--- src/rtl/rice_core_bus_arbiter.sv ---
// rice_core_bus_arbiter: shares the core memory port between IF and load/store requesters, routing in-order responses by queued ID.
// Define RICE_BUS_ARBITER_ROUND_ROBIN_EN for round-robin arbitration; otherwise data wins over instruction.
module rice_core_bus_arbiter #(
  parameter int ADDRESS_WIDTH = 32,
  parameter int DATA_WIDTH = 32,
  parameter int MAX_OUTSTANDING = 2,
  localparam int STROBE_WIDTH = DATA_WIDTH / 8
) (
  input  logic                     i_clk,
  input  logic                     i_rst_n,
  input  logic                     i_inst_request_valid,
  output logic                     o_inst_request_ready,
  input  logic [ADDRESS_WIDTH-1:0] i_inst_address,
  output logic                     o_inst_response_valid,
  input  logic                     i_inst_response_ready,
  output logic [DATA_WIDTH-1:0]    o_inst_read_data,
  input  logic                     i_data_request_valid,
  output logic                     o_data_request_ready,
  input  logic [ADDRESS_WIDTH-1:0] i_data_address,
  input  logic                     i_data_write,
  input  logic [DATA_WIDTH-1:0]    i_data_write_data,
  input  logic [STROBE_WIDTH-1:0]  i_data_strobe,
  output logic                     o_data_response_valid,
  input  logic                     i_data_response_ready,
  output logic [DATA_WIDTH-1:0]    o_data_read_data,
  output logic                     o_mem_request_valid,
  input  logic                     i_mem_request_ready,
  output logic [ADDRESS_WIDTH-1:0] o_mem_address,
  output logic                     o_mem_write,
  output logic [DATA_WIDTH-1:0]    o_mem_write_data,
  output logic [STROBE_WIDTH-1:0]  o_mem_strobe,
  input  logic                     i_mem_response_valid,
  output logic                     o_mem_response_ready,
  input  logic [DATA_WIDTH-1:0]    i_mem_read_data,
  output logic                     o_protocol_error
);
  localparam int PW = MAX_OUTSTANDING > 1 ? $clog2(MAX_OUTSTANDING) : 1;
  localparam int CW = $clog2(MAX_OUTSTANDING + 1);
  logic [MAX_OUTSTANDING-1:0] ids;
  logic [PW-1:0] rd_ptr, wr_ptr;
  logic [CW-1:0] count;
  logic locked, lock_data, grant_data, full, empty, head, push, pop, protocol_error;
  assign full = count == CW'(MAX_OUTSTANDING);
  assign empty = count == '0;
  assign head = ids[rd_ptr];
`ifdef RICE_BUS_ARBITER_ROUND_ROBIN_EN
  logic last_data;
  assign grant_data = locked ? lock_data :
                      (i_data_request_valid && i_inst_request_valid) ? !last_data : i_data_request_valid;
  always_ff @(posedge i_clk or negedge i_rst_n)
    if (!i_rst_n) last_data <= 1'b1;
    else if (push) last_data <= grant_data;
`else
  assign grant_data = locked ? lock_data : i_data_request_valid;
`endif
  assign o_mem_request_valid = (grant_data ? i_data_request_valid : i_inst_request_valid) && !full;
  assign o_data_request_ready = grant_data && i_mem_request_ready && !full;
  assign o_inst_request_ready = !grant_data && i_mem_request_ready && !full;
  assign o_mem_address = grant_data ? i_data_address : i_inst_address;
  assign o_mem_write = grant_data && i_data_write;
  assign o_mem_write_data = grant_data ? i_data_write_data : '0;
  assign o_mem_strobe = grant_data ? i_data_strobe : '0;
  assign push = o_mem_request_valid && i_mem_request_ready;
  // an orphan response is drained so the memory side never stalls on it
  assign o_inst_response_valid = i_mem_response_valid && !empty && !head;
  assign o_data_response_valid = i_mem_response_valid && !empty && head;
  assign o_mem_response_ready = empty ? i_mem_response_valid : (head ? i_data_response_ready : i_inst_response_ready);
  assign pop = i_mem_response_valid && o_mem_response_ready && !empty;
  assign o_inst_read_data = i_mem_read_data;
  assign o_data_read_data = i_mem_read_data;
  assign o_protocol_error = protocol_error;
  always_ff @(posedge i_clk or negedge i_rst_n)
    if (!i_rst_n) begin
      ids <= '0;
      rd_ptr <= '0;
      wr_ptr <= '0;
      count <= '0;
      locked <= 1'b0;
      lock_data <= 1'b0;
      protocol_error <= 1'b0;
    end else begin
      if (push) begin
        ids[wr_ptr] <= grant_data;
        wr_ptr <= wr_ptr == PW'(MAX_OUTSTANDING - 1) ? '0 : wr_ptr + 1'b1;
      end
      if (pop) rd_ptr <= rd_ptr == PW'(MAX_OUTSTANDING - 1) ? '0 : rd_ptr + 1'b1;
      count <= count + CW'(push) - CW'(pop);
      locked <= o_mem_request_valid && !i_mem_request_ready;
      lock_data <= grant_data;
      if (i_mem_response_valid && empty) protocol_error <= 1'b1;
    end
endmodule

--- config.mk ---
export PLATFORM = sky130hd
export DESIGN_NAME = rice_core_bus_arbiter
export DESIGN_NICKNAME = d
export VERILOG_FILES = /design/src/rtl/rice_core_bus_arbiter.sv
export SDC_FILE = /design/constraint.sdc
export NUM_CORES = 1
export LEC_CHECK = 0
export BUFFER_PORTS_ARGS = -buffer_cell sky130_fd_sc_hd__clkbuf_2
export CAP_MARGIN = 20
export CORE_AREA = 2 2 110 112
export CTS_CLUSTER_DIAMETER = 100
export DETAILED_ROUTE_END_ITERATION = 16
export DIE_AREA = 0 0 112 114
export GPL_TIMING_DRIVEN = 0
export PLACE_DENSITY_LB_ADDON = 0.05
export SLEW_MARGIN = 20
export SYNTH_ARGS = -nofsm -noshare
export SYNTH_HDL_FRONTEND = slang
export SYNTH_SLANG_ARGS = --single-unit
--- constraint.sdc ---
create_clock -name i_clk -period 1.8 [get_ports i_clk]
set_input_delay 0.36 -clock i_clk [delete_from_list [all_inputs] [get_ports i_clk]]
set_output_delay 0.36 -clock i_clk [all_outputs]
set_load 0.05 [all_outputs]
; ---- Yosys cells after proc, flatten, opt, wreduce, memory -nomap -nowiden
; Index checks and enable logic that the tools add are counted.
[op_classes]
n_reduce_logical = 21
mux = 14
order_cmp = 3
eq_ne = 1
n_addsub = 4
[ops]
columns = operator, count
row1 = $mux 32, 2
row2 = $logic_and 1x1->1, 15
row3 = $mux 1, 9
row4 = $logic_not 1->1, 5
row5 = $lt 1x2->1 const B, 2
row6 = $mux 4, 1
row7 = $add 1x1->1 const B, 2
row8 = $add 2x1->2, 1
row9 = $bwmux 2, 1
row10 = $eq 2x2->1 const B, 1
row11 = $logic_not 2->1, 1
row12 = $sub 2x1->2, 1
row13 = $demux 1 s1, 1
row14 = $ge 1x1->1 const B, 1
[totals]
word_cells = 50
out_inout_bits = 140
regBits = 9

; ---- Longest topological paths before layout
; Gate-level depths: netlist (run 1).
[logic_depth]
depth_word = 7
ltp_mapped = 8
depth_no_buf = 8

; ---- Worst setup path after synthesis (run 1)
; Ideal clock, no wire load.
[synth_path]
path_type = reg2reg
from = register lock_data
to = register count[1]
period_less_slack_ps = 2231
path_stages_with_launch = 9
setup_slack_ps = -431
arrival_time_ps = 2104
setup_time_ps = 127
path_cell_list = dfrtp_1 -> mux2i_1 -> a221oi_4 -> nand2_1 -> ha_1 -> inv_1 -> ha_1 -> xnor2_1 -> xnor2_1
[synth_via]
elab_chain_len = 6
[synth_lines]
columns = element, line
row1 = from (decl), 42  ; logic locked, lock_data, grant_data, full, empty, head, push, pop, protocol_error;
row2 = from (signal assigned), 89  ; lock_data <= grant_data;
row3 = $mux 1, 54  ; assign grant_data = locked ? lock_data : i_data_request_valid;
row4 = $mux 1, 56  ; assign o_mem_request_valid = (grant_data ? i_data_request_valid : i_inst_request_valid) && !full;
row5 = $logic_and 1x1->1, 56
row6 = named net o_mem_request_valid, 26  ; output logic o_mem_request_valid,
row7 = $logic_and 1x1->1, 63  ; assign push = o_mem_request_valid && i_mem_request_ready;
row8 = $add 2x1->2, 87  ; count <= count + CW'(push) - CW'(pop);
row9 = $sub 2x1->2, 87
row10 = to (signal assigned), 87
row11 = to (decl), 41  ; logic [CW-1:0] count;
; The timed path passes the listed nets, and every way through them passes these cells.
; A chain may end at the register's enable or synchronous reset.

; ---- Worst setup path in the final report (run 1)
[layout_path]
from = register locked
to = output o_mem_address[22]
[layout_via]
elab_chain_len = 2
[layout_lines]
columns = element, line
row1 = from (decl), 42
row2 = from (signal assigned), 88  ; locked <= o_mem_request_valid && !i_mem_request_ready;
row3 = $mux 1, 54
row4 = $mux 32, 59  ; assign o_mem_address = grant_data ? i_data_address : i_inst_address;
row5 = to (decl), 28  ; output logic [ADDRESS_WIDTH-1:0] o_mem_address,
; No other way between the ends.

==> results of run 1 <==
## cell type report
cell class / instances / area, sq um
plain buffers: 74 / 676
clock buffers: 4 / 78.8
fillers: 1216 / 7000
inverters: 4 / 27.5
multi-input cells: 161 / 1120
flip-flops and latches: 9 / 229
well taps: 147 / 184
repair buffers: 267 / 2400
## power by group
group,total [uW],leakage (uW),internal [uW],switching [uW]
sequential,398,0.0000996,293,105
clock,397,0.0000382,297,101
combinational,4480,0.00247,2070,2410
## cell families (layout without fill, tap and decap cells)
kind of cell	after synthesis	count (layout)	share of synthesized area, %
muxes	5	5	3.48
xor gates and xnor gates	4	4	2.22
and+or+nand+nor	142	142	40.1
adders and majority gates	2	2	1.58
buffers and inverters	78	349	33.7
DFF	9	9	14.2
AOI/OAI and AO/OA	8	8	4.67
## synthesized netlist by cell type, drive strengths merged (2+ instances only)
cell and instances:
and2 37, ha 2, dfrtp 9, mux2i 4
nand2 97, o21ai 3, inv 4, nor2 5
buf 64, nor2b 2, xnor2 3, clkbuf 10
## routing by layer
| metal | global-route usage (%) | vias to the layer above | wire [um] |
|---|---|---|---|
| met5 | 0 | - | 0 |
| met4 | 1.71 | 0 | 68 |
| met3 | 4.09 | 4 | 881 |
| met2 | 23.8 | 145 | 5040 |
| met1 | 10.5 | 1102 | 2560 |
| li1 | - | 1235 | - |
## layout by cell type (no fill, tap or decap), types with 2 or more instances in the layout
master       n
nor2_4       2
nand2_2     37
nand2_4      5
buf_4       79
and2_4      37
dfrtp_1      6
xnor2_2      2
mux2i_2      2
nand2_1     55
inv_1        2
buf_8       54
dfrtp_2      3
clkbuf_16   33
ha_4         2
nor2_1       3
nor2b_1      2
clkbuf_2   174
## final timing paths
path / depth (start not counted) / slack [ns] / endpoint / from
min: 2 / 0.39 / locked / i_mem_request_ready
min in group asynchronous: 2 / 0.52 / wr_ptr / i_rst_n
max: 7 / -0.16 / o_mem_address[22] / locked
min reg2reg: 1 / 0.47 / o_protocol_error / o_protocol_error
max in group asynchronous: 2 / 1.05 / lock_data / i_rst_n
max reg2reg: 9 / -0.10 / wr_ptr / lock_data
## worst max-delay path: cells and delay by family (launching register included)
kind / cells / cell delay (ns)
multiplexers: 1 / 0.26
buffers and inverters: 4 / 0.59
flip-flops: 1 / 0.39
AND/OR/NAND/NOR: 2 / 0.12
## metrics by stage
| stage | total power (uW) | setup WS, ns | hold WS [ns] |
|---|---|---|---|
| final | 5280 | -0.158 | 0.389 |
| after global routing | 5520 | -0.216 | 0.407 |
| after CTS | 4910 | -0.158 | 0.372 |
| after detailed placement | 3270 | -0.661 | 0.245 |
| after global placement | 3290 | -0.636 | 0.246 |
| after floorplan | 2590 | -0.429 | 0.0644 |
## flip-flops by register name, summed over array words and instances, names as in the netlist
register	flops
count	2
ids	2
lock_data	1
locked	1
o_protocol_error	1
rd_ptr	1
wr_ptr	1
## what timing repair did
action	4_1_cts	5_1_grt
setup buffers	11	4
hold buffers	1	0
gates cloned	1	2
endpoints found under the hold margin	9	0
endpoints found under the setup margin	76	76
gates resized for setup	232	106
pin swaps	6	11
==> reports/metrics.csv, run 1 <==
metric,value,unit
worst_slack,-0.158,ns
critical_path.cell_chain,mux2i_4 > buf_12 > buf_8 > clkbuf_16 > nand2_2 > nand2_2 > clkbuf_16,
pin_count,281,
core_region_area,11700,sq um
firstDrtPassIters,3,
synth_edf_count,0,
grt_setup_unrepaired,true,
worstPathArrival,1.60,ns
via_count,2486,
clock_sinks,9,
yosysSeqAreaShare,14.2,%
netlist.area_leader.share,30.4,%
antenna_found_initial,0,
grt_overflow,0,
final_cells,666,
synth_cell_types,22,
clk_pin_slew_worst_paths,0.04,ns
clk_latency,0.24,ns
hold_path.class,input port to register,
dieHeight,114,um
cap_violations,0,
violations,negative setup slack,
outcome,"finished, violations left",
p_leak,0.00261,uW
ys_ff_latch,9,
cp_max_fo,5,
fin_crit_sh,109,%
path_class,register to output pin,
wire_per_inst,12.8,um
ant_nets,0,
grt_pass1_vias,2301,
fin_crit,1.96,ns
clockRootBuffer,clkbuf_16,
cts_tree,yes,
drc,0,
fin_worst_skew,0.00565,ns
cts_inserted_buffers,3,
setup_viol_count_final,74,
drv_slew,0,
worst_pin_slew,0.340,ns
drt_wl_total,8.55,mm
gp_congestion,0.707,
max_freq,511,MHz
place_area,3090,sq um
syn_avg_cell_area,6.38,sq um
synthCells,248,
synth_fp_nets,391,
stdcell_area,4710,sq um
cts.htree.levels,1,
fin_nets,663,
worstPathRequired,1.44,ns
ir_drop,0.493,mV
synthToLayoutAreaGrowth,198,%
setup_tns,-8.67,ns
initial_core_util,13.5,%
netlist_area,1580,sq um
slowest_stage,dfrtp_2,
postSynth.asyncResetShare,100,%
dp_hpwl,6.76,mm
port_buffers,248,
synthFlopType,dfrtp_1,
diodes,0,
grt_max_degree,11,
drt_iter0_drc,20,
dieArea,12800,sq um
yosys-top-cells-area,"buf_4, nand2_1, and2_1",
synth.largest_area_cell,buf_4,
die_w,112,um
crit_path_max_incr_delay,0.39,ns
grt_pass1_wl,11.5,mm
crit_path_end_kind,output pin,
final_hold_viol_count,0,
ys_warn_count,0,
maxSlewHeadroom,77.1,%
grt_usage,11.3,%
rows,40,
p_per_area,1120,nW/um^2
vias_per_cell,3.73,
clockBufferDepth,2,
worst_setup_path_start_kind,register,
drive_gt1_share,84.6,%
place_inst,643,
fin_util,40.3,%
Note: power is estimated with default switching activity, not from simulation.
==> run 2, diff against run 1 <==
- CORE_AREA: 2 2 110 112 -> 2 2 109 111
- DIE_AREA: 0 0 112 114 -> 0 0 111 113
- clock period: 1.8 -> 2.4 ns (I/O delays scaled with it)
==> reports/metrics.csv, run 2 (synthesis results as in run 1) <==
metric,value,unit,change
rrSetupSlack,0.41,ns,+0.51 ns
timing.rr.start,lock_data,,
port_buffers,248,,unchanged
pin_count,281,,unchanged
clk_latency,0.23,ns,about the same
setup_viol_count_final,0,,-100%
firstDrtPassIters,4,,+1
cts.htree.levels,1,,unchanged
pwr-share-comb,78.5,%,-6.4 points
worst_pin_slew,0.313,ns,-0.0264 ns
cp.depth,6,,-1
cp_max_fo,10,,+5
p_sw_share,62.2,%,+12 points
final_hold_viol_count,0,,unchanged
vias_per_cell,3.59,,-4.0%
crit_path_max_incr_delay,0.41,ns,+0.02 ns
maxSlewHeadroom,78.5,%,+1.4 points
cts_tree,yes,,
drv_slew,0,,unchanged
cts_hold_buffers,0,,-1
drc,0,,unchanged
layout_common_cells,"clkbuf_2, nand2_1, buf_4",,
fin_nets,647,,-2.4%
ir_drop,0.383,mV,-22%
endpoint,o_mem_address[7],,
outcome,"finished, final reports clean",,
drive_gt1_share,66.2,%,-18 points
r2r_cells,8,,-1
antenna_found_initial,0,,unchanged
grt_overflow,0,,unchanged
synthToLayoutAreaGrowth,98.3,%,
setup_tns,0,ns,+8.67 ns
core_region_area,11300,sq um,-3.7%
fin_crit,2.28,ns,
top_regs,"count x2, ids x2",,
cp_num_buf_inv,3,,-1
initial_core_util,14.0,%,+0.53 points
crit_family,buffers and inverters,,
drt_wl_total,7.32,mm,-14%
clockRootBuffer,clkbuf_16,,
path_class,register to output pin,,
worstPathArrival,1.80,ns,+0.20 ns
worst_setup_path_start_kind,register,,
wire_per_inst,11.3,um,-12%
cts_inserted_buffers,3,,unchanged
grt_setup_unrepaired,false,,
cap_violations,0,,unchanged
fin_worst_skew,0.00225,ns,-0.00340 ns
fin_crit_sh,94.9,%,
max_freq,439,MHz,
r2r-end,count[1],,
dp_hpwl,6.57,mm,-2.9%
layout_commonest_cell,clkbuf_2,,
p_per_area,860,nW/um^2,-23%
p_leak,0.00203,uW,-22%
grt_usage,10.6,%,-0.77 points
clock_sinks,9,,unchanged
gp_congestion,0.750,,+6.1%
crit_path_end_kind,output pin,,
dieArea,12500,sq um,-1.8%
p_int,1020,uW,-62%
worstPathRequired,1.92,ns,+0.48 ns
clock_power_share,10.9,%,+3.4 points
whs,0.0988,ns,-0.290 ns
critical_path.cell_chain,mux2i_4 > buf_4 > clkbuf_2 > nand2_1 > nand2_1 > clkbuf_2,,
switchingPower,1680,uW,-36%
critPathLaunch,locked,,
fillCellCount,1269,,+4.4%
slowest_stage,dfrtp_2,,
ant_nets,0,,unchanged
drt_iter0_drc,128,,+540%
hold_path.class,input port to asynchronous set/reset pin,,
grt_pass1_vias,2190,,-4.8%
rows,39,,-2.5%
die_w,111,um,-0.89%
clockBufferDepth,2,,unchanged
dieHeight,113,um,-0.88%
grt_max_degree,11,,unchanged
clk_pin_slew_worst_paths,0.04,ns,about the same
diodes,0,,unchanged
grt_pass1_wl,10.7,mm,-7.1%
seqPwrFrac,10.6,%,+3.1 points
via_count,2316,,-6.8%
## run 2: cell count changes in the layout (fill, tap and decap cells not counted), moves of 12 or more
cell       before  now
buf_4          79   67
and2_1          0   37
clkbuf_16      33    3
nand2_2        37    0
buf_8          54    0
and2_4         37    0
clkbuf_2      174  249
nand2_1        55   97
## run 2: worst min path at each step
stage / slack (ns) / cells past startpoint / startpoint / end
after floorplan: 0.18 / 0 / i_rst_n / count[0]
after global placement: 0.36 / 1 / i_rst_n / count[0]
after detailed placement: 0.35 / 1 / i_rst_n / count[0]
after CTS: 0.11 / 1 / i_rst_n / count[0]
after global routing: 0.12 / 1 / i_rst_n / count[0]
final: 0.1 / 1 / i_rst_n / count[0]
## run 2: metrics by stage
stage	utilization (%)	instance area (sq um)	setup WS, ns	power [uW]	instances
after floorplan	-	1580	0.131	1890	248
after CTS	27.7	3120	0.000905	2730	646
final	27.8	3140	0.123	2700	646
after global placement	26.6	3000	-0.176	2400	639
after global routing	27.8	3140	0.00590	2870	646
after detailed placement	26.6	3000	-0.198	2400	639
## run 2: what timing repair did
item,in CTS,in global routing
pin swaps,0,0
setup buffers,3,0
endpoints found under the setup margin,70,65
resized for setup,9,18
## run 2: power groups by stage
stage	logic, uW	registers, uW	clock network (uW)
after floorplan	1620	271	0
after global placement	2110	286	0
after detailed placement	2110	284	0
after CTS	2150	286	300
after global routing	2260	301	311
final	2120	285	294
## run 2: layout make-up
class	instances	area (sq um)	area share, %
Timing Repair Buffer	251	1270	40.5
Multi-Input combinational cell	161	832	26.5
Buffer	74	533	17.0
Sequential cell	9	226	7.22
Tap cell	143	179	5.71
Clock buffer	4	78.8	2.51
Inverter	4	15.0	0.479
## run 2: routing by layer
layer	wire (um)	track usage, %	vias to the layer above
met5	0	0	-
met4	30	1.75	0
met3	843	3.16	2
met2	4050	22.0	168
met1	2390	10.3	945
li1	-	-	1201
==> run 3, diff against run 2 <==
- ABC_AREA: not set -> 1
- CORE_AREA: 2 2 109 111 -> 2 2 108 110
- DIE_AREA: 0 0 111 113 -> 0 0 110 112
- clock period: 2.4 -> 2.01 ns (I/O delays scaled with it)
==> reports/metrics.csv, run 3 <==
metric,value,unit,change
outcome,"finished, final reports clean",,
synthCells,316,,+27%
via_count,2568,,+11%
clockBufferDepth,2,,unchanged
drc,0,,unchanged
initial_core_util,15.7,%,+1.7 points
crit_family,buffers and inverters,,
ys_ff_latch,9,,unchanged
whs,0.0246,ns,-0.0742 ns
rows,39,,unchanged
cts_tree,yes,,
crit_path_max_incr_delay,0.37,ns,-0.04 ns
cp_max_fo,10,,unchanged
drive_gt1_share,59.3,%,-6.9 points
ys_warn_count,0,,unchanged
critical_path.cell_chain,inv_1 > nand2_2 > nand2_4 > inv_4 > buf_4 > nor2_1 > buf_2,,
power.total,3790,uW,+41%
grt_usage,11.3,%,+0.75 points
ant_nets,0,,unchanged
gp_congestion,0.749,,-0.21%
worst_setup_path_start_kind,register,,
max_freq,528,MHz,
clk_pin_slew_worst_paths,0.04,ns,about the same
worstPathArrival,1.49,ns,-0.31 ns
top_regs,"count x2, ids x2",,
fin_crit_sh,94.2,%,
synth_cell_types,23,,+4.5%
firstDrtPassIters,4,,unchanged
grt_overflow,0,,unchanged
fin_util,30.4,%,+2.6 points
vias_per_cell,3.61,,+0.74%
synth_edf_count,0,,unchanged
synth_fp_nets,459,,+17%
clockRootBuffer,clkbuf_16,,
post_cts_buffers,0,,-3
postSynth.asyncResetShare,100,%,unchanged
layout_commonest_cell,clkbuf_2,,
cts_hold_buffers,0,,unchanged
grt_pass1_vias,2280,,+4.1%
synth.largest_area_cell,buf_4,,
grt_max_degree,11,,unchanged
grt_setup_unrepaired,true,,
worst_pin_slew,0.304,ns,-0.00925 ns
dieArea,12300,sq um,-1.8%
fin_nets,712,,+10%
synthFlopType,dfrtp_1,,
slowest_stage,dfrtp_1,,
synth_common_cells,"nand2_1, buf_4, inv_1",,
place_inst,707,,+11%
pin_count,281,,unchanged
antenna_found_initial,0,,unchanged
cp_num_buf_inv,4,,+1
fin_worst_skew,0.000435,ns,-0.00181 ns
setup_viol_count_final,0,,unchanged
grt_pass1_wl,11.0,mm,+3.1%
yosysSeqAreaShare,12.8,%,-1.4 points
dp_hpwl,7.04,mm,+7.2%
ir_drop,0.380,mV,-0.85%
die_w,110,um,-0.90%
cts_inserted_buffers,3,,unchanged
hold_path.class,input port to asynchronous set/reset pin,,
fin_crit,1.89,ns,
drt_iter0_drc,42,,-67%
wire_per_inst,11.1,um,-2.3%
netlist_area,1750,sq um,+11%
p_leak,0.00234,uW,+15%
synthToLayoutAreaGrowth,93.9,%,
final_hold_viol_count,0,,unchanged
netlist.area_leader.share,28.7,%,-1.7 points
path_class,register to output pin,,
clock_sinks,9,,unchanged
p_per_area,1120,nW/um^2,+30%
synth.most_common_cell,nand2_1,,
port_buffers,248,,unchanged
clk_latency,0.23,ns,about the same
cap_violations,0,,unchanged
layout_common_cells,"clkbuf_2, nand2_1, buf_4",,
dieHeight,112,um,-0.88%
crit_path_end_kind,output pin,,
syn_avg_cell_area,5.55,sq um,-13%
diodes,0,,unchanged
core_region_area,11200,sq um,-0.87%
worstPathRequired,1.61,ns,-0.31 ns
drt_wl_total,7.87,mm,+7.5%
maxSlewHeadroom,79.8,%,+1.3 points
cts.htree.levels,1,,unchanged
drv_slew,0,,unchanged
yosys-top-cells-area,"buf_4, nand2_1, dfrtp_1",,
final_cells,711,,+10%
==> run 3: cell types whose count changed in the layout (fill, tap and decap cells not counted), sizes merged, moves of 3 or more <==
cell,before,now
and2,37,0
buf,72,90
clkbuf,257,236
inv,4,53
mux2i,4,0
nand2,97,119
nand3,0,5
nand4,0,3
nor2,5,44
nor3,0,3
o21ai,3,0
==> run 3: routing by layer <==
| layer | track usage (%) | part of all wire [%] | vias up |
|---|---|---|---|
| li1 | - | - | 1349 |
| met4 | 1.35 | 0.53 | 0 |
| met3 | 2.52 | 11 | 4 |
| met2 | 23.7 | 56 | 143 |
| met5 | 0 | 0 | - |
| met1 | 11.1 | 33 | 1072 |
==> run 3: where the power goes <==
group	internal, uW	leakage (uW)	switching, uW	total (uW)
combinational	867	0.00220	2260	3130
clock	265	0.0000382	89.0	354
sequential	257	0.000106	55.2	312
==> run 3: stage by stage <==
stage | TNS, ns | setup slack (ns) | instance area (sq um)
6_report | 0 | 0.116 | 3400
4_1_cts | 0 | 0.0101 | 3260
3_3_place_gp | 0 | 0.118 | 3180
2_1_floorplan | 0 | 0.149 | 1760
3_5_place_dp | 0 | 0.104 | 3180
5_1_grt | -0.0578 | -0.0156 | 3400
==> run 3: cell families (layout without fill, tap and decap cells) <==
kind of cell	after synthesis	after routing	share of synthesized area (%)
fa+ha+maj	2	2	1.43
buf+inv	127	379	43.6
xor+xnor	2	2	0.999
simple gates	176	176	41.1
flops	9	9	12.8
==> run 3: layout make-up <==
class | count | area, sq um
fillers | 1284 | 7770
inverters | 53 | 201
repair buffers | 248 | 1380
well taps | 143 | 179
flip-flops and latches | 9 | 225
multi-input cells | 180 | 768
clock buffers | 4 | 78.8
plain buffers | 74 | 571
==> run 3: timing repair <==
| item | 4_1_cts | 5_1_grt |
|---|---|---|
| hold endpoints to repair | 0 | 0 |
| cloned | 0 | 0 |
| setup endpoints to repair | 8 | 66 |
| gates resized for setup | 1 | 128 |
==> run 3: path summary, 6_finish.rpt <==
| check | cells past startpoint | end | slack (ns) | from |
|---|---|---|---|---|
| setup / recovery | 7 | o_mem_write_data[30] | 0.12 | locked |
| max in group asynchronous | 1 | count[1] | 1.78 | i_rst_n |
| min in group i_clk | 2 | locked | 0.41 | i_mem_request_ready |
| setup reg to reg | 8 | count[1] | 0.22 | count[1] |
| hold reg to reg | 2 | o_protocol_error | 0.46 | o_protocol_error |
| hold / removal | 1 | rd_ptr | 0.02 | i_rst_n |
